File: src/rtl/muldiv_pkg.sv
// Shared definitions for the M-extension execute unit.
//
// Contents:
//   muldivOp_e     - funct3 encodings of the eight M-extension operations
//   muldivState_e  - IDLE / BUSY / DONE sequencing states
//   ECAUSE_ILLEGAL - exception cause reported alongside exception_out
package muldiv_pkg;

  typedef enum logic [2:0] {
    OP_MUL    = 3'd0,
    OP_MULH   = 3'd1,
    OP_MULHSU = 3'd2,
    OP_MULHU  = 3'd3,
    OP_DIV    = 3'd4,
    OP_DIVU   = 3'd5,
    OP_REM    = 3'd6,
    OP_REMU   = 3'd7
  } muldivOp_e;

  typedef enum logic [1:0] {
    IDLE = 2'd0,
    BUSY = 2'd1,
    DONE = 2'd2
  } muldivState_e;

  localparam logic [3:0] ECAUSE_ILLEGAL = 4'd2;

endpackage

File: src/rtl/muldiv_step.sv
// One radix-2 iteration of the shared multiply/divide datapath.
//
// The {hi, lo} pair is a double-width working register:
//   multiply: lo holds the remaining multiplier bits, hi the partial sum;
//             conditionally add b to hi, then shift the pair right by one.
//   divide:   lo holds the remaining dividend bits (becoming the quotient),
//             hi the partial remainder; shift left by one and do a
//             restoring trial subtract of b.
//
// Ports:
//   isDiv_i - select restoring-divide step (only with EXECUTE_MULDIV_DIV_EN)
//   hi_i    - upper half of the working register
//   lo_i    - lower half of the working register
//   b_i     - multiplicand / divisor magnitude
//   hi_o    - updated upper half
//   lo_o    - updated lower half
//
// Macro EXECUTE_MULDIV_DIV_EN adds the divide path; without it only the
// shift-add step exists.
module muldiv_step #(
  parameter int XLEN = 32
) (
`ifdef EXECUTE_MULDIV_DIV_EN
  input  logic            isDiv_i,
`endif
  input  logic [XLEN-1:0] hi_i,
  input  logic [XLEN-1:0] lo_i,
  input  logic [XLEN-1:0] b_i,
  output logic [XLEN-1:0] hi_o,
  output logic [XLEN-1:0] lo_o
);

  // Partial sum keeps the carry so the right shift brings it into hi.
  logic [XLEN:0] sum;
  assign sum = {1'b0, hi_i} + {1'b0, (lo_i[0] ? b_i : {XLEN{1'b0}})};

`ifdef EXECUTE_MULDIV_DIV_EN
  logic [XLEN:0]   shifted;
  logic [XLEN-1:0] diff;
  logic            fits;

  // The partial remainder is always below b, so after a successful
  // subtract the difference fits in XLEN bits and modulo arithmetic holds.
  assign shifted = {hi_i, lo_i[XLEN-1]};
  assign fits    = (shifted >= {1'b0, b_i});
  assign diff    = shifted[XLEN-1:0] - b_i;

  always_comb begin
    if (isDiv_i) begin
      hi_o = fits ? diff : shifted[XLEN-1:0];
      lo_o = {lo_i[XLEN-2:0], fits};
    end else begin
      hi_o = sum[XLEN:1];
      lo_o = {sum[0], lo_i[XLEN-1:1]};
    end
  end
`else
  assign hi_o = sum[XLEN:1];
  assign lo_o = {sum[0], lo_i[XLEN-1:1]};
`endif

endmodule

File: src/rtl/execute_muldiv.sv
// Iterative M-extension multiply/divide execute unit.
//
// Operands are converted to magnitudes on accept, STEP_BITS radix-2 steps
// run per BUSY cycle, and one final BUSY cycle applies sign correction and
// selects the high/low half before the result is registered into DONE.
// Divide-by-zero, signed overflow and (without the divider) illegal divide
// ops load a zero count so they finish one edge after accept.
//
// Ports:
//   clk, reset_n              - clock, asynchronous active-low reset
//   req_valid / req_ready     - request handshake from decode
//   op_in                     - funct3 operation select
//   operand_a_in/operand_b_in - rs1 / rs2 values
//   rd_address_in             - destination register
//   stall                     - hold the result in DONE
//   invalidate                - abort any operation and return to IDLE
//   result_valid, result_out  - registered result
//   rd_address_out            - destination of the result
//   exception_out             - illegal instruction (cause ECAUSE_ILLEGAL)
//
// Macro EXECUTE_MULDIV_DIV_EN enables the divider (ops 4-7); otherwise
// those ops raise exception_out with a zero result.
module execute_muldiv
  import muldiv_pkg::*;
#(
  parameter int XLEN      = 32,
  parameter int STEP_BITS = 1
) (
  input  logic            clk,
  input  logic            reset_n,
  input  logic            req_valid,
  output logic            req_ready,
  input  logic [2:0]      op_in,
  input  logic [XLEN-1:0] operand_a_in,
  input  logic [XLEN-1:0] operand_b_in,
  input  logic [4:0]      rd_address_in,
  input  logic            stall,
  input  logic            invalidate,
  output logic            result_valid,
  output logic [XLEN-1:0] result_out,
  output logic [4:0]      rd_address_out,
  output logic            exception_out
);

  localparam int N  = XLEN / STEP_BITS;
  localparam int CW = $clog2(N + 1);

  muldivState_e    state_q;
  muldivOp_e       op_q;
  logic [XLEN-1:0] accHi_q, accLo_q, divisor_q;
  logic [CW-1:0]   count_q;
  logic            negate_q, illegal_q;
  logic [4:0]      rd_q, rdOut_q;
  logic            valid_q, exc_q;
  logic [XLEN-1:0] result_q;

  // Request decode: which operands are signed and their magnitudes.
  muldivOp_e       reqOp;
  logic            aSigned, bSigned, aNeg, bNeg, isDivReq;
  logic [XLEN-1:0] aMag, bMag;

  assign reqOp    = muldivOp_e'(op_in);
  assign isDivReq = op_in[2];
  assign aSigned  = (reqOp == OP_MULH) || (reqOp == OP_MULHSU) ||
                    (reqOp == OP_DIV)  || (reqOp == OP_REM);
  assign bSigned  = (reqOp == OP_MULH) || (reqOp == OP_DIV) || (reqOp == OP_REM);
  assign aNeg     = aSigned & operand_a_in[XLEN-1];
  assign bNeg     = bSigned & operand_b_in[XLEN-1];
  assign aMag     = aNeg ? -operand_a_in : operand_a_in;
  assign bMag     = bNeg ? -operand_b_in : operand_b_in;

`ifdef EXECUTE_MULDIV_DIV_EN
  logic divByZero, signedOverflow;
  assign divByZero      = isDivReq && (operand_b_in == '0);
  assign signedOverflow = isDivReq && !op_in[0] &&
                          (operand_a_in == {1'b1, {(XLEN-1){1'b0}}}) &&
                          (operand_b_in == '1);
`endif

  // Combinational chain of STEP_BITS iterations evaluated each BUSY cycle.
  logic [STEP_BITS:0][XLEN-1:0] chainHi, chainLo;
  assign chainHi[0] = accHi_q;
  assign chainLo[0] = accLo_q;

  for (genvar g = 0; g < STEP_BITS; g++) begin : gStep
    muldiv_step #(.XLEN(XLEN)) uStep (
`ifdef EXECUTE_MULDIV_DIV_EN
      .isDiv_i (op_q[2]),
`endif
      .hi_i    (chainHi[g]),
      .lo_i    (chainLo[g]),
      .b_i     (divisor_q),
      .hi_o    (chainHi[g+1]),
      .lo_o    (chainLo[g+1])
    );
  end

  // Sign correction of the magnitude result and half selection.
  logic [2*XLEN-1:0] product, productFixed;
  logic [XLEN-1:0]   finalResult;
  assign product      = {accHi_q, accLo_q};
  assign productFixed = negate_q ? -product : product;

  always_comb begin
    finalResult = '0;
    case (op_q)
      OP_MUL:                       finalResult = productFixed[XLEN-1:0];
      OP_MULH, OP_MULHSU, OP_MULHU: finalResult = productFixed[2*XLEN-1:XLEN];
`ifdef EXECUTE_MULDIV_DIV_EN
      OP_DIV, OP_DIVU:              finalResult = negate_q ? -accLo_q : accLo_q;
      OP_REM, OP_REMU:              finalResult = negate_q ? -accHi_q : accHi_q;
`endif
      default:                      finalResult = '0;
    endcase
  end

  // Sequencer. Invalidate overrides accept and stall; outputs are only
  // non-zero while in DONE.
  always_ff @(posedge clk or negedge reset_n) begin
    if (!reset_n) begin
      state_q   <= IDLE;
      op_q      <= OP_MUL;
      accHi_q   <= '0;
      accLo_q   <= '0;
      divisor_q <= '0;
      count_q   <= '0;
      negate_q  <= 1'b0;
      illegal_q <= 1'b0;
      rd_q      <= '0;
      valid_q   <= 1'b0;
      result_q  <= '0;
      rdOut_q   <= '0;
      exc_q     <= 1'b0;
    end else if (invalidate) begin
      state_q  <= IDLE;
      count_q  <= '0;
      valid_q  <= 1'b0;
      result_q <= '0;
      rdOut_q  <= '0;
      exc_q    <= 1'b0;
    end else begin
      case (state_q)
        IDLE: begin
          if (req_valid) begin
            state_q   <= BUSY;
            op_q      <= reqOp;
            rd_q      <= rd_address_in;
            divisor_q <= bMag;
            accHi_q   <= '0;
            accLo_q   <= aMag;
            count_q   <= CW'(N);
            negate_q  <= (reqOp == OP_REM) ? aNeg : (aNeg ^ bNeg);
            illegal_q <= 1'b0;
`ifdef EXECUTE_MULDIV_DIV_EN
            // Preload the architected special results so the final cycle
            // passes them through unchanged.
            if (divByZero) begin
              accHi_q  <= operand_a_in;
              accLo_q  <= '1;
              count_q  <= '0;
              negate_q <= 1'b0;
            end else if (signedOverflow) begin
              accHi_q  <= '0;
              accLo_q  <= operand_a_in;
              count_q  <= '0;
              negate_q <= 1'b0;
            end
`else
            if (isDivReq) begin
              illegal_q <= 1'b1;
              count_q   <= '0;
            end
`endif
          end
        end
        BUSY: begin
          if (count_q != '0) begin
            accHi_q <= chainHi[STEP_BITS];
            accLo_q <= chainLo[STEP_BITS];
            count_q <= count_q - CW'(1);
          end else begin
            state_q  <= DONE;
            valid_q  <= 1'b1;
            result_q <= illegal_q ? '0 : finalResult;
            exc_q    <= illegal_q;
            rdOut_q  <= rd_q;
          end
        end
        DONE: begin
          if (!stall) begin
            state_q  <= IDLE;
            valid_q  <= 1'b0;
            result_q <= '0;
            rdOut_q  <= '0;
            exc_q    <= 1'b0;
          end
        end
        default: state_q <= IDLE;
      endcase
    end
  end

  assign req_ready      = (state_q == IDLE);
  assign result_valid   = valid_q;
  assign result_out     = result_q;
  assign rd_address_out = rdOut_q;
  assign exception_out  = exc_q;

endmodule

File: config.mk
export PLATFORM = sky130hd
export DESIGN_NAME = execute_muldiv
export DESIGN_NICKNAME = d
export VERILOG_FILES = /design/src/rtl/muldiv_pkg.sv /design/src/rtl/muldiv_step.sv /design/src/rtl/execute_muldiv.sv
export SDC_FILE = /design/constraint.sdc
export NUM_CORES = 1
export LEC_CHECK = 0
export BUFFER_PORTS_ARGS = -buffer_cell sky130_fd_sc_hd__buf_4
export CAP_MARGIN = 20
export CORE_MARGIN = 4
export CORE_UTILIZATION = 50
export CTS_BUF_LIST = sky130_fd_sc_hd__clkbuf_8
export DETAILED_ROUTE_END_ITERATION = 16
export PLACE_DENSITY_LB_ADDON = 0.1
export SYNTH_ARGS = -nofsm -noshare
export SYNTH_HDL_FRONTEND = slang
export SYNTH_SLANG_ARGS = --single-unit
export TNS_END_PERCENT = 5
File: constraint.sdc
create_clock -name clk -period 4.1 [get_ports clk]
set_clock_uncertainty 0.1 [all_clocks]
set_input_delay 0.205 -clock clk [delete_from_list [all_inputs] [get_ports clk]]
set_output_delay 0.205 -clock clk [all_outputs]
set_load 0.005 [all_outputs]
==> metrics.md <==
| Metric | Value |
|---|---|
| Outcome | `complete, no violations` |
| Mean Syn Cell Area | `8.15 sq um` |
| Post-Route WL | `34.0 mm` |
| Yosys warning total | `0` |
| Psw | `4620 uW` |
| Placed cell areas | `between 10000 and 15000 sq um` |
| First-pass GRT wire length | `~54 mm` |
| Filler cells | `1884` |
| Final max-slew violation count | `0` |
| Rows | `53` |
| Chip width | `156 microns` |
| Sequential share of the synthesized area | `34.7%` |
| Slowest stage delay, CP | `roughly 0.69 ns` |
| Drt wl/cell | `19.1 microns` |
| Vias | `10737` |
| CTS max path bufs | `2` |
| Initial DRC count | `920` |
| Worst VDD drop | `approximately 0.44 mV` |
| Part of the power in combinational logic | `between 50% and 60%` |
| Largest net degree at the start of global routing | `100` |
| CP Buf/Inv Count | `1` |
| Seq cells post-synth | `around 150` |
| Syn nets | `about 1500` |
| Placed cell count | `1684` |
| Hold Slack | `~0.034 ns` |
| Commonest cells in the netlist | `178 x o21ai_0, 173 x nand2_1, 152 x dfrtp_1, 102 x nor2_1, 72 x xnor2_1` |
| Final HPWL DP | `24.7 mm` |
| Ys flop type | `dfrtp_1` |
| Post-synth cell types | `72` |
| Post-synth top area share | `a little over a third` |
| Number of buffers added on ports | `116` |
| Final cell count without fillers | `1783` |
| Part of the power in registers | `between 30% and 40%` |
| Max Cap Violations | `0` |
| Final Core Density | `about 62%` |
| Setup tns final | `0 ns` |
| Setup crit start kind | `flop` |
| Vias in the first global route | `about 10000` |
| Syn Std Cell Area | `11000 sq um` |
| Final nets | `1610` |
| EDFF count, synth | `0` |
| RSZ-0062 raised after global routing | `no` |
| GP Congestion | `~0.91` |
| Slew Limit Headroom | `a little over a third` |
| Internal | `about 4900 uW` |
| Area Overhead vs Synth | `20.6%` |
| Hold Crit Class | `in -> reg` |
| Design Area, Final | `approximately 13000 sq um` |
| Pleak | `just under 0.006 uW` |
| Antenna violations before repair | `0` |
| Total track usage | `27.7%` |
| Die Ht | `156 microns` |
| # setup viols final | `0` |
| Post-route minimum period | `about 3.5 ns` |
| Diodes inserted | `0` |
| Endpoints failing hold | `0` |
| Async S/R FF share, synth | `100%` |
| Total die area | `between 20000 and 25000 sq um` |
| Dominant cell by count in the synthesized netlist | `o21ai_0` |
| DR pass1 iterations | `6` |
| H-tree depth | `4` |
| Seq. cell area | `~3800 sq um` |
| Post-CTS resize count | `0` |
| Switching part of the total | `between 40% and 50%` |
| Critical path type | `reg -> reg` |
| Synth area leaders | `dfrtp_1 35%, o21ai_0 8.1%, nand2_1 5.9%` |
| Area taken by multi-input logic gates | `slightly below 7000 sq um` |
| Clock transition at path regs | `0.09 ns` |
| Top Ports | `about 120` |
| CP arrival | `between 3 and 4 ns` |
| Share of cells above drive strength 1 | `between 10% and 20%` |
| Antenna viol nets, final | `0` |
| # DRC | `0` |
| Clk pwr share | `around 14%` |
| Core area | `around 21000 sq um` |
| Cell taking the most area after synthesis | `dfrtp_1` |
| CP max FO | `24` |
| Pwr/cell area | `717 nW/um^2` |
| Synthesized instance count | `around 1300` |
| CP top delay family | `simple AND/OR/NAND/NOR gates` |
| Clk_lat worst skew | `between 0.4 and 0.5 ns` |
| Max Clk Rate | `between 200 and 300 MHz` |
| CTS Buf Count | `17` |
| CTS tree | `built` |
| CP endpoint kind | `flop` |
| Worst path slowest cell | `or4b_2` |
| Fin crit share | `about 85%` |
| Clock sinks | `152` |
| Vias per std cell | `between 6 and 7` |
| Initial core utilization | `approximately 51%` |
| Required time of the critical path | `4.36 ns` |
| Crit-path cells | `inv_1 > ha_1 > or4b_2 > nor4_1 > nand2_1 > o41ai_1 > xor2_1 > o21ai_0 > a211o_1` |
| GR Overflow Total | `0` |
| Root buf cell | `clkbuf_8` |
| Slew at the pin with the worst max-slew slack | `0.966 ns` |
metrics by stage:
step           power (uW)  setup slack (ns)
4_1_cts              9390             0.659
3_3_place_gp         7880             0.770
2_1_floorplan        6260             0.953
3_5_place_dp         7970             0.666
6_report             9470             0.596
5_1_grt             10200             0.397
power groups by stage:
stage	logic, uW	registers (uW)	clock network (uW)
2_1_floorplan	3630	2640	0
3_3_place_gp	4880	3000	0
3_5_place_dp	4960	3010	0
4_1_cts	5040	2980	1370
5_1_grt	5680	3090	1430
6_report	5120	3000	1350
cells by family (layout without fill, tap and decap cells):
| group | Yosys count | count (layout) | synth area share [%] |
|---|---|---|---|
| adder cells (fa/ha/maj) | 38 | 38 | 4.41 |
| multiplexers | 15 | 15 | 1.39 |
| AO/OA/AOI/OAI | 411 | 411 | 23.4 |
| XOR/XNOR | 129 | 129 | 10.3 |
| flip-flops | 152 | 152 | 34.7 |
| buffers and inverters | 110 | 273 | 3.86 |
| AND/OR/NAND/NOR | 490 | 490 | 22.0 |
cell type report:
cell class,instances,area share [%]
inverter,32,0.909
sequential,152,28.8
clock inverter,14,1.58
clock buffer,18,1.87
timing repair buffer,209,13.2
tap,275,2.60
multi-input combinational,1083,51.1
path summary, 6_finish.rpt:
path / depth (start not counted) / startpoint / slack, ns / end
max: 9 / accLo_q[0]$_DFFE_PN0P_ / 0.60 / result_out[20]$_DFFE_PN0P_
min: 4 / operand_a_in[7] / 0.03 / accLo_q[7]$_DFFE_PN0P_
max reg2reg: 9 / accLo_q[0]$_DFFE_PN0P_ / 0.60 / result_out[20]$_DFFE_PN0P_
min reg2reg: 2 / divisor_q[30]$_DFFE_PN0P_ / 0.38 / divisor_q[30]$_DFFE_PN0P_
max in group asynchronous: 3 / reset_n / 2.62 / divisor_q[8]$_DFFE_PN0P_
min in group asynchronous: 2 / reset_n / 0.29 / accLo_q[9]$_DFFE_PN0P_
worst reg2reg max path: cells and delay by family, from the launching register on:
| kind | cells | cell delay (ns) |
|---|---|---|
| xor gates and xnor gates | 1 | 0.19 |
| buffers and inverters | 1 | 0.20 |
| AOI/OAI and AO/OA | 3 | 0.71 |
| DFF | 1 | 0.66 |
| adders and majority gates | 1 | 0.23 |
| and+or+nand+nor | 3 | 1.31 |
flip-flops by register name, summed over array words and instances (netlist names):
register and flops:
rd_address_out 5, negate_q 1, state_q 2, result_out 32, result_valid 1, op_q 3
count_q 6, accHi_q 32, rd_q 5, exception_out 1, divisor_q 32, accLo_q 32
repair_timing:
action	CTS	global route
hold endpoints to repair	163	0
buffers inserted	0	0
hold buffers	67	0
cell usage in the layout (no fill, tap or decap), drive strengths merged, types with 6 or more instances in the layout:
cell type,synthesis,routed
o21ai,181,181
nand2,173,173
dfrtp,152,152
buf,8,142
nor2,102,102
xnor2,72,72
dlygate4sd3,0,67
a21oi,62,62
xor2,57,57
nor3,40,40
inv,32,39
ha,37,37
and2,33,33
o31ai,25,25
nor4,24,24
a22oi,23,23
or3,21,21
or4,21,21
nand4,20,20
a21o,19,19
clkbuf,70,18
nand3,17,17
a31oi,14,14
o41ai,14,14
mux2i,13,13
nand2b,10,10
o21bai,9,9
a22o,9,9
a211oi,6,6
o221ai,6,6
metal layers:
layer	global-route usage, %	part of all wire (%)	up-vias
met5	0	0	-
met4	7.17	1.8	0
met3	5.30	7.2	41
met2	43.1	45	391
met1	39.7	46	5134
li1	-	-	5171
Power figures use the tool's default switching activity.
